File: config.mk
export PLATFORM = sky130hd
export DESIGN_NAME = debounce_scan_ctrl
export DESIGN_NICKNAME = d
export VERILOG_FILES = /design/src/rtl/debounce_scan_ctrl.sv
export SDC_FILE = /design/constraint.sdc
export NUM_CORES = 1
export LEC_CHECK = 0
export ABC_AREA = 1
export BUFFER_PORTS_ARGS = -buffer_cell sky130_fd_sc_hd__buf_2
export CORE_MARGIN = 2
export CORE_UTILIZATION = 40
export CTS_CLUSTER_DIAMETER = 120
export DETAILED_ROUTE_END_ITERATION = 10
export PLACE_DENSITY_LB_ADDON = 0.25
export SLEW_MARGIN = 15
export SYNTH_ARGS = -nofsm -noshare
export SYNTH_HDL_FRONTEND = slang
export SYNTH_SLANG_ARGS = --single-unit
File: constraint.sdc
create_clock -name clk -period 1.46 [get_ports clk]
set_clock_uncertainty 0.2 [all_clocks]
set_input_delay 0.146 -clock clk [delete_from_list [all_inputs] [get_ports clk]]
set_output_delay 0.146 -clock clk [all_outputs]
set_load 0.02 [all_outputs]
File: src/rtl/debounce_scan_ctrl.sv
// debounce_scan_ctrl: time-shared debouncer for NSW switch inputs.
// A round-robin scanner accepts a level change on one channel immediately,
// then holds off all channels for HOLD_CYCLES clocks while that channel's
// contacts settle. One shared timer replaces a counter per channel.
// Optional feature macro: DBSCAN_IRQ_EN adds irq_ack/irq, a sticky
// interrupt that sets on any accepted edge and clears on acknowledge.
module debounce_scan_ctrl #(
  parameter int NSW         = 4,
  parameter int HOLD_CYCLES = 1000000
) (
  input  logic                    clk,
  input  logic                    reset,
  input  logic [NSW-1:0]          sw,
  output logic [NSW-1:0]          db_level,
  output logic [NSW-1:0]          rise,
  output logic [NSW-1:0]          fall,
  output logic                    busy,
  output logic [$clog2(NSW)-1:0]  active_idx
`ifdef DBSCAN_IRQ_EN
  ,
  input  logic                    irq_ack,
  output logic                    irq
`endif
);

  localparam int TW = $clog2(HOLD_CYCLES);
  localparam int IW = $clog2(NSW);

  typedef enum logic {SCAN, HOLD} state_t;

  state_t          state;
  logic [NSW-1:0]  sync_a;
  logic [NSW-1:0]  sw_s;
  logic [IW-1:0]   ptr;
  logic [TW-1:0]   timer;

  // Next channel index in scan order, wrapping after the last channel.
  function automatic logic [IW-1:0] wrap_inc(input logic [IW-1:0] idx);
    if (idx == IW'(NSW - 1)) begin
      return '0;
    end
    return idx + 1'b1;
  endfunction

  // Two-flop synchroniser bringing the raw pins into the clk domain.
  always_ff @(posedge clk) begin
    if (reset) begin
      sync_a <= '0;
      sw_s   <= '0;
    end else begin
      sync_a <= sw;
      sw_s   <= sync_a;
    end
  end

  // Scan/hold controller: accept one change, then lock out for the hold time.
  always_ff @(posedge clk) begin
    if (reset) begin
      state      <= SCAN;
      ptr        <= '0;
      timer      <= '0;
      db_level   <= '0;
      rise       <= '0;
      fall       <= '0;
      busy       <= 1'b0;
      active_idx <= '0;
    end else begin
      rise <= '0;
      fall <= '0;
      case (state)
        SCAN: begin
          if (sw_s[ptr] != db_level[ptr]) begin
            db_level[ptr] <= sw_s[ptr];
            rise[ptr]     <= sw_s[ptr];
            fall[ptr]     <= ~sw_s[ptr];
            active_idx    <= ptr;
            timer         <= TW'(HOLD_CYCLES - 1);
            busy          <= 1'b1;
            state         <= HOLD;
          end else begin
            ptr <= wrap_inc(ptr);
          end
        end
        HOLD: begin
          if (timer == '0) begin
            busy  <= 1'b0;
            ptr   <= wrap_inc(active_idx);
            state <= SCAN;
          end else begin
            timer <= timer - 1'b1;
          end
        end
        default: begin
          state <= SCAN;
        end
      endcase
    end
  end

`ifdef DBSCAN_IRQ_EN
  // Sticky interrupt: set by a visible edge pulse, cleared by ack; set wins.
  always_ff @(posedge clk) begin
    if (reset) begin
      irq <= 1'b0;
    end else if ((|rise) || (|fall)) begin
      irq <= 1'b1;
    end else if (irq_ack) begin
      irq <= 1'b0;
    end
  end
`endif

endmodule
== Word level (Yosys, flattened, before mapping) ==
Cells that the tools add are included.
Word-level totals
  register bits: 46
  logic and storage cells: 65
Operators by class
  bitwise gates (word level): 5
  reduce and logical (&&, ||, !) cells: 7
  equal/unequal tests: 7
  order comparisons: 2
  add/subtract/negate cells: 3
  mux-type cells: 31
Operators with widths (number)
  20-bit two-way mux: 2
  20-bit case mux with 2 select lines: 1
  20-bit logical NOT: 1
  20-bit by 1-bit subtractor with 20-bit output, second input constant: 1
  1-bit two-way mux: 15
  2-bit two-way mux: 6
  4-bit bitwise AND: 2
  2-bit AND reduction: 4
  2-bit inequality test, second input constant: 3
  2-bit by 1-bit adder with 2-bit output, second input constant: 2
  1-bit binary-select mux with 2-bit select: 2
  4-bit bitwise mux: 1
  2-bit == test, second input constant: 2
  1-bit case mux with 2 select lines: 2
  2-bit case mux with 2 select lines: 1
  2-bit by 3-bit < comparator with 1-bit output, second input constant: 1
  1-bit NOT: 3
  3-bit OR reduction: 1
  1-bit demux with 2-bit select: 1
  2-bit by 1-bit greater-or-equal comparator with 1-bit output, second input constant: 1
  2-bit by 1-bit inequality test with 1-bit output, second input constant: 1
  1-bit logical AND: 1
  1-bit inequality test: 1

== Longest topological paths before layout ==
Gate-level depths: netlist of the first run.
  depth after elaboration: 9
  gate-level depth with buffers: 13
  depth with buffers taken out: 12

== Worst setup path before layout of the first run ==
Ideal clock, no wire load.
  path kind: register -> register
  start point: reg timer[0]
  end point: reg timer[0]
  arrival time: 1.276 ns
  setup slack: -0.128 ns
  cell stages (with the launch flop): 11
  period minus slack after synthesis: 1.588 ns
  cell sequence: dfxtp_1 > inv_1 > ha_1 > nand4_1 > nor2_1 > nand2_2 > nand2_8 > nand2_4 > buf_6 > o21ai_2 > inv_1
Between the ends
  cells in the longest elaborated chain, start to end: 3
  elaborated cells on any way between the ends: 6
Ends and longest elaborated chain
  start, declared: line 35  | logic [TW-1:0] timer;
  start signal, assigned: line 77  | timer <= TW'(HOLD_CYCLES - 1);
  start signal, assigned: line 90  | timer <= timer - 1'b1;
  20-bit by 1-bit subtractor with 20-bit output or 20-bit logical NOT (tied branches): line 90, 85
  20-bit two-way mux or 2-bit inequality test (tied branches)
  20-bit case mux with 2 select lines or 2-bit AND reduction (tied branches)
Parallel ways exist; a longest one is shown, timed or not. The select of a mux whose other input is x is not followed.
A chain may end at the register's enable or synchronous reset.

== Final worst setup path of the first run ==
  start point: reg timer[0]
  end point: reg timer[13]
Same word-level chain as after synthesis.

==> results.tsv, run 1 <==
stage	metric	value	unit
global_route	first-pass GRT wire length	11.5	mm
synth	Seq/Total Area, Yosys	0.376	
clock_network	CTS root buf	clkbuf_8	
timing	worst setup margin	-0.250	ns
timing	max-slew violation count	0	
detailed_routing	DRT Pass-1 Iters	6	
place	PortBufs	20	
global_route	GRT Total Usage	0.222	
global_route	pin count of the biggest net entering global routing	33	
synth	post-synthesis cell area	2450	um2
power	Pleak	1.74	nW
synth	post-synth top area cell	dfxtp_1	
timing	Finish-stage setup viols	38	
clock_network	Clock Path Buffers	2	
detailed_routing	routed wire length	7.32	mm
die	initial core utilization	0.413	
critical_path	Setup crit end kind	flip-flop	
die	CORE AREA	5920	um2
critical_path	cell mode on critical path	nand2_8	
cells_and_area	Non-Filler Instances	534	
cells_and_area	Antenna diodes	0	
power	VDD IR max	1.46	mV
die	I/O pins	21	
critical_path	critical path arrival	1.69	ns
cells_and_area	nets@finish	471	
synth	Post-Syn Nets	376	
synth	Synth Area per Inst	6.74	um2
power	Flop pwr share	0.236	
cells_and_area	share of post-route cells with drive strength above 1	0.431	
power	sw power	3.43	mW
detailed_routing	initial drt markers	184	
place	placed instance count	509	
critical_path	CP max stage delay	0.34	ns
timing	Final min period	1.71	ns
power	Net Sw Frac	0.459	
timing	Hold WS	0.0248	ns
cells_and_area	Fillers	474	
job	# Max-Cap Violations	0	
clock_network	CTS tree	done	
timing	max_slew headroom	0.743	
synth	Synth cell types	27	
cells_and_area	Layout area overhead	51.3	%
clock_network	H-tree level count	2	
timing	final hold violation count	0	
clock_network	clk sinks	46	
timing	RSZ-0062 raised after global routing	true	
power	Power Density	2020	nW/um2
clock_network	Clock transition at path regs	0.09	ns
clock_network	Clock Latency Late Sink	0.31	ns
place	DP Wirelength	4.47	mm
power	Internal Power	4.04	mW
critical_path	Startpoint Class	flip-flop	
detailed_routing	via total after detailed routing	2682	
place	routability cong.	0.873	
synth	Synth warnings	0	
critical_path	Worst Path Required	1.44	ns
global_route	number of global-route vias before repair	2509	
detailed_routing	drt drc	0	
timing	period utilisation layout	1.17	
critical_path	Worst path slowest cell	dfxtp_2	
detailed_routing	vias per cell	5.02	
die	Die Span Y	82.2	um
timing	worst slew pin tran	0.385	ns
die	floorplan row count	28	
hold_path	min-delay worst type	in -> reg	
detailed_routing	post-route ant nets	0	
synth	dominant cells by area after synthesis	dfxtp_1 38%, nand2_1 15%, nand3_1 10%	
synth	post-synthesis cell count	363	
global_route	Remaining Overflow, GRT	0	
critical_path	worst-path cell chain	inv_2, ha_4, nand4_1, nor2_1, nand2_2, nand2_8, buf_12, nand2_8, nand2_1, a21oi_1	
critical_path	worst-path maximum fanout	6	
power	Clk pwr share	0.108	
clock_network	CTS Buf Count	5	
power	Logic pwr share	0.656	
timing	Fmax	585	MHz
run_status	status	finished with violations	
die	Die X	82.2	um
critical_path	crit path kind	reg -> reg	
global_route	initial antenna violation count	0	
die	Die Footprint	6760	um2
detailed_routing	DR WL/cell	13.7	um
run_status	failing checks	setup timing	
timing	setup tns final	-6.20	ns
synth	Yosys reg bits	46	
synth	Yosys top cell area share	0.376	
-- metal layers --
metal	GRT usage	vias up	wire (um)
met5	0	-	0
met3	0.0413	12	344
met1	0.292	1239	3270
li1	-	1347	-
met2	0.357	84	3590
met4	0.0917	0	120
-- flip-flops by register name, indices dropped and copies added, names as in the netlist, 2 cells and up --
signal / flops
active_idx: 2
db_level: 4
fall: 4
ptr: 2
rise: 4
sw_s: 4
sync_a: 4
timer: 20
-- path summary, 6_finish.rpt --
check	cells after the start	slack (ns)	endpoint	from
worst min-delay path	4	0.02	ptr[0]	reset
worst max register to register	10	-0.25	timer[13]	timer[0]
worst max-delay path	10	-0.25	timer[13]	timer[0]
worst min register to register	2	0.21	sw_s[0]	sync_a[0]
-- synth_stat cells --
| library cell | number |
|---|---|
| o21ai_2 | 1 |
| nor2_1 | 59 |
| nor3_2 | 1 |
| buf_4 | 2 |
| ha_1 | 7 |
| buf_6 | 5 |
| nand3_1 | 50 |
| o21ai_0 | 6 |
| a31oi_1 | 1 |
| nand3_2 | 1 |
| o32ai_1 | 1 |
| inv_2 | 2 |
| or2_2 | 4 |
| a21oi_2 | 2 |
| inv_1 | 31 |
| nand4_1 | 5 |
| nand2_2 | 6 |
| nand2_8 | 1 |
| nand2_4 | 1 |
| nand2_1 | 98 |
| nand3_4 | 1 |
| inv_4 | 1 |
| dfxtp_1 | 46 |
| xnor2_1 | 3 |
| a21oi_1 | 20 |
| clkbuf_1 | 6 |
| nand3b_1 | 2 |
-- placed cells by master (no fill, tap or decap), drive strengths merged --
master,n
a21oi,22
a31oi,1
buf,94
clkbuf,5
clkinv,2
dfxtp,46
dlygate4sd3,4
ha,7
inv,35
nand2,109
nand3,52
nand3b,2
nand4,5
nor2,59
nor3,1
o21ai,7
o32ai,1
or2,4
xnor2,3
-- cell families (layout without fill, tap and decap cells) --
logic type	after synthesis	count (layout)	share of synthesized area
AOI/OAI and AO/OA	31	31	0.0700
xor gates and xnor gates	3	3	0.0107
adders and majority gates	7	7	0.0358
buffers and inverters	47	140	0.0915
DFF	46	46	0.376
and+or+nand+nor	229	232	0.416
-- what timing repair did --
item / in CTS / in global routing
hold buffers: 4 / 0
setup endpoints to repair: 38 / 38
hold endpoints to repair: 4 / 0
pin swaps: 15 / 16
gates cloned: 2 / 1
setup buffers: 8 / 2
resized for setup: 66 / 41
-- power by group through the flow --
stage / Combinational [mW] / Sequential, mW / Clock (mW)
6_report: 4.90 / 1.76 / 0.806
5_1_grt: 5.34 / 1.78 / 0.869
4_1_cts: 4.33 / 1.74 / 0.820
3_5_place_dp: 3.56 / 1.70 / 0
3_3_place_gp: 3.51 / 1.70 / 0
2_1_floorplan: 2.23 / 1.75 / 0
-- worst max-delay path: cells and delay by family, from the launching register on --
family          cells  cell delay (ns)
flops               1             0.34
buf+inv             2             0.21
compound gates      1             0.06
fa+ha+maj           1             0.14
simple gates        6             0.62
-- area by class of cell --
type	count	area (um2)	share of cell area
Multi-Input combinational cell	273	1640	0.444
Sequential cell	46	947	0.256
Timing Repair Buffer	98	796	0.215
Inverter	34	135	0.0365
Tap cell	75	93.8	0.0253
Clock buffer	5	68.8	0.0186
Clock inverter	3	18.8	0.00507
-- through the flow --
stage	area, um2	total power, mW	utilization	worst slack, ns
finish	3700	7.47	0.626	-0.250
global route	3700	8.00	0.626	-0.317
CTS	3520	6.89	0.594	-0.188
detailed placement	3070	5.26	0.518	-0.264
global placement	3070	5.20	0.518	-0.244
floorplan	2480	3.98	-	-0.102
(Power assumes the default switching activity.)
==> run 2, diff against run 1 <==
Settings changed: SKIP_LAST_GASP set to 1.
==> run 2 against run 1 <==
First-iteration DRC count grew 2.7%. Via count grew 1.3%. Final area grew 0.24%. Sequential cell count is the same. Utilization grew 0.15 points. Critical path depth is the same. Final cell count is the same. Combinational power grew 0.8%. The run still ends with setup timing left. Non-clock buffer count is the same. Sequential power is essentially flat. Register-to-register slack lost 0.05 ns. Worst hold slack gained 0.0016 ns.
==> results.tsv, run 2 (same netlist as run 1, synthesis figures left out) <==
stage	metric	value	unit	change
die	floorplan row count	28		unchanged
timing	worst setup margin	-0.298	ns	-0.0480 ns
cells_and_area	commonest non-fill, non-tap cell in the layout	nand2_1		
detailed_routing	DR WL/cell	13.5	um	-1.8%
critical_path	worst-path cell chain	inv_2, ha_4, nand4_1, nor2_1, nand2_2, nand2_8, buf_12, nand2_8, nand2_1, a21oi_1		
global_route	Remaining Overflow, GRT	0		unchanged
power	VDD IR max	1.35	mV	-7.8%
global_route	GRT Total Usage	0.221		-0.00114
clock_network	Clock Latency Late Sink	0.31	ns	about the same
critical_path	Startpoint Class	flip-flop		
place	routability cong.	0.873		unchanged
cells_and_area	Layout area overhead	51.7	%	
die	I/O pins	21		unchanged
global_route	first-pass GRT wire length	11.5	mm	-0.18%
cells_and_area	final core occ	0.627		+0.00148
global_route	pin count of the biggest net entering global routing	33		unchanged
timing	Finish-stage setup viols	37		-2.6%
die	Die Footprint	6760	um2	unchanged
run_status	status	finished with violations		
clock_network	CTS tree	done		
detailed_routing	drt drc	0		unchanged
critical_path	critical path arrival	1.74	ns	+0.05 ns
cells_and_area	Top reg by flops	timer		
timing	period utilisation layout	1.20		+0.0329
power	Clk pwr share	0.107		about the same
cells_and_area	Antenna diodes	0		unchanged
cells_and_area	Largest register FFs	20		unchanged
timing	Hold WS	0.0264	ns	+0.00158 ns
critical_path	Worst path slowest cell	dfxtp_2		
timing	RSZ-0062 raised after global routing	true		
critical_path	CP max stage delay	0.33	ns	about the same
detailed_routing	DRT Pass-1 Iters	4		-2
die	CORE AREA	5920	um2	unchanged
timing	max_slew headroom	0.741		-0.00209
detailed_routing	post-route ant nets	0		unchanged
detailed_routing	vias per cell	5.09		+1.3%
critical_path	reg-to-reg startpoint	timer[0]		
power	Net Sw Frac	0.457		-0.00139
critical_path	Worst R2R Path Depth	10		unchanged
critical_path	crit path kind	reg -> reg		
place	PortBufs	20		unchanged
hold_path	hold depth	4		unchanged
critical_path	Reg-to-Reg End	timer[13]		
power	Logic pwr share	0.659		+0.003
timing	Fmax	569	MHz	-2.7%
timing	Final min period	1.76	ns	+0.0480 ns
clock_network	CTS root buf	clkbuf_8		
place	DP Wirelength	4.47	mm	unchanged
timing	worst slew pin tran	0.388	ns	+0.00313 ns
hold_path	Min-Delay Endpoint	ptr[0]		
global_route	number of global-route vias before repair	2494		-0.60%
power	Pwr Total	7.50	mW	+0.40%
hold_path	Hold Crit Start	reset		
power	sw power	3.43	mW	about the same
detailed_routing	routed wire length	7.19	mm	-1.8%
cells_and_area	Fillers	469		-1.1%
run_status	failing checks	setup timing		
critical_path	R2R Setup Slk	-0.30	ns	-0.05 ns
place	Setup WS pre-CTS	-0.264	ns	unchanged
place	placed cell areas	3070	um2	unchanged
cells_and_area	most frequent cells in the layout	73 x nand2_1, 61 x buf_4, 43 x nand3_1		
clock_network	H-tree level count	2		unchanged
critical_path	Setup crit end kind	flip-flop		
critical_path	Worst Path Required	1.44	ns	about the same
power	Pleak	1.73	nW	-0.64%
hold_path	min-delay worst type	in -> reg		
timing	final hold violation count	0		unchanged
detailed_routing	via total after detailed routing	2717		+1.3%
die	Die X	82.2	um	unchanged
clock_network	CTS Buf Count	5		unchanged
cells_and_area	share of post-route cells with drive strength above 1	0.440		+0.00871
clock_network	Clock transition at path regs	0.09	ns	about the same
global_route	initial antenna violation count	0		unchanged
job	# Max-Cap Violations	0		unchanged
detailed_routing	initial drt markers	189		+2.7%
die	Die Span Y	82.2	um	unchanged
cells_and_area	Final Cell Area	3710	um2	+0.24%
clock_network	clk sinks	46		unchanged
power	Flop pwr share	0.234		-0.002
critical_path	worst-path maximum fanout	6		unchanged
die	initial core utilization	0.413		unchanged
cells_and_area	nets@finish	471		unchanged
clock_network	Clock Path Buffers	2		unchanged
power	Internal Power	4.07	mW	+0.66%
critical_path	cell mode on critical path	nand2_8		
power	Power Density	2020	nW/um2	+0.16%
timing	max-slew violation count	0		unchanged
## run 2: power by group through the flow
stage	sequential (mW)	combinational [mW]	clock [mW]
after CTS	1.74	4.30	0.820
after global routing	1.78	5.40	0.868
after floorplan	1.75	2.23	0
after detailed placement	1.70	3.56	0
after global placement	1.70	3.51	0
final	1.75	4.94	0.804
## run 2: cell type report
| cell class | instances | area (um2) | area share |
|---|---|---|---|
| clock inverter | 3 | 18.8 | 0.00506 |
| inverter | 34 | 138 | 0.0371 |
| multi-input combinational | 273 | 1640 | 0.443 |
| timing repair buffer | 98 | 803 | 0.216 |
| sequential | 46 | 946 | 0.255 |
| clock buffer | 5 | 68.8 | 0.0185 |
| tap | 75 | 93.8 | 0.0253 |
## run 2: per-stage QoR
stage	instances	setup TNS, ns
after detailed placement	509	-7.78
after global placement	509	-6.78
after floorplan	363	-2.04
after CTS	531	-5.13
final	534	-6.90
after global routing	534	-9.70
## run 2: what timing repair did
action / 4_1_cts / 5_1_grt
cloned: 2 / 1
endpoints found under the setup margin: 38 / 38
hold endpoints to repair: 4 / 0
setup buffers: 8 / 2
resized for setup: 62 / 49
hold buffers: 4 / 0
pin swaps: 15 / 18
## run 2: worst max-delay path by stage
stage                        start         to  depth (start not counted)
after detailed placement    ptr[0]  timer[17]                          8
after global placement      ptr[0]     ptr[0]                          9
after CTS                 timer[4]   timer[5]                          9
after floorplan           timer[0]   timer[0]                         10
final                     timer[0]  timer[13]                         10
after global routing      timer[0]   timer[3]                          9
## run 2: worst max-delay path: cells and delay by family, from the launching register on
family | cells | cell delay [ns]
AND/OR/NAND/NOR | 6 | 0.68
flip-flops | 1 | 0.33
buffers and inverters | 2 | 0.20
adder cells (fa/ha/maj) | 1 | 0.14
AO/OA/AOI/OAI | 1 | 0.06
## run 2: metal layers
layer,part of all wire,vias to the layer above,global-route usage,wire [um]
li1,-,1353,-,-
met5,0,-,0,0
met2,0.48,83,0.357,3430
met4,0.027,0,0.0817,193
met3,0.064,18,0.0380,463
met1,0.43,1263,0.295,3100
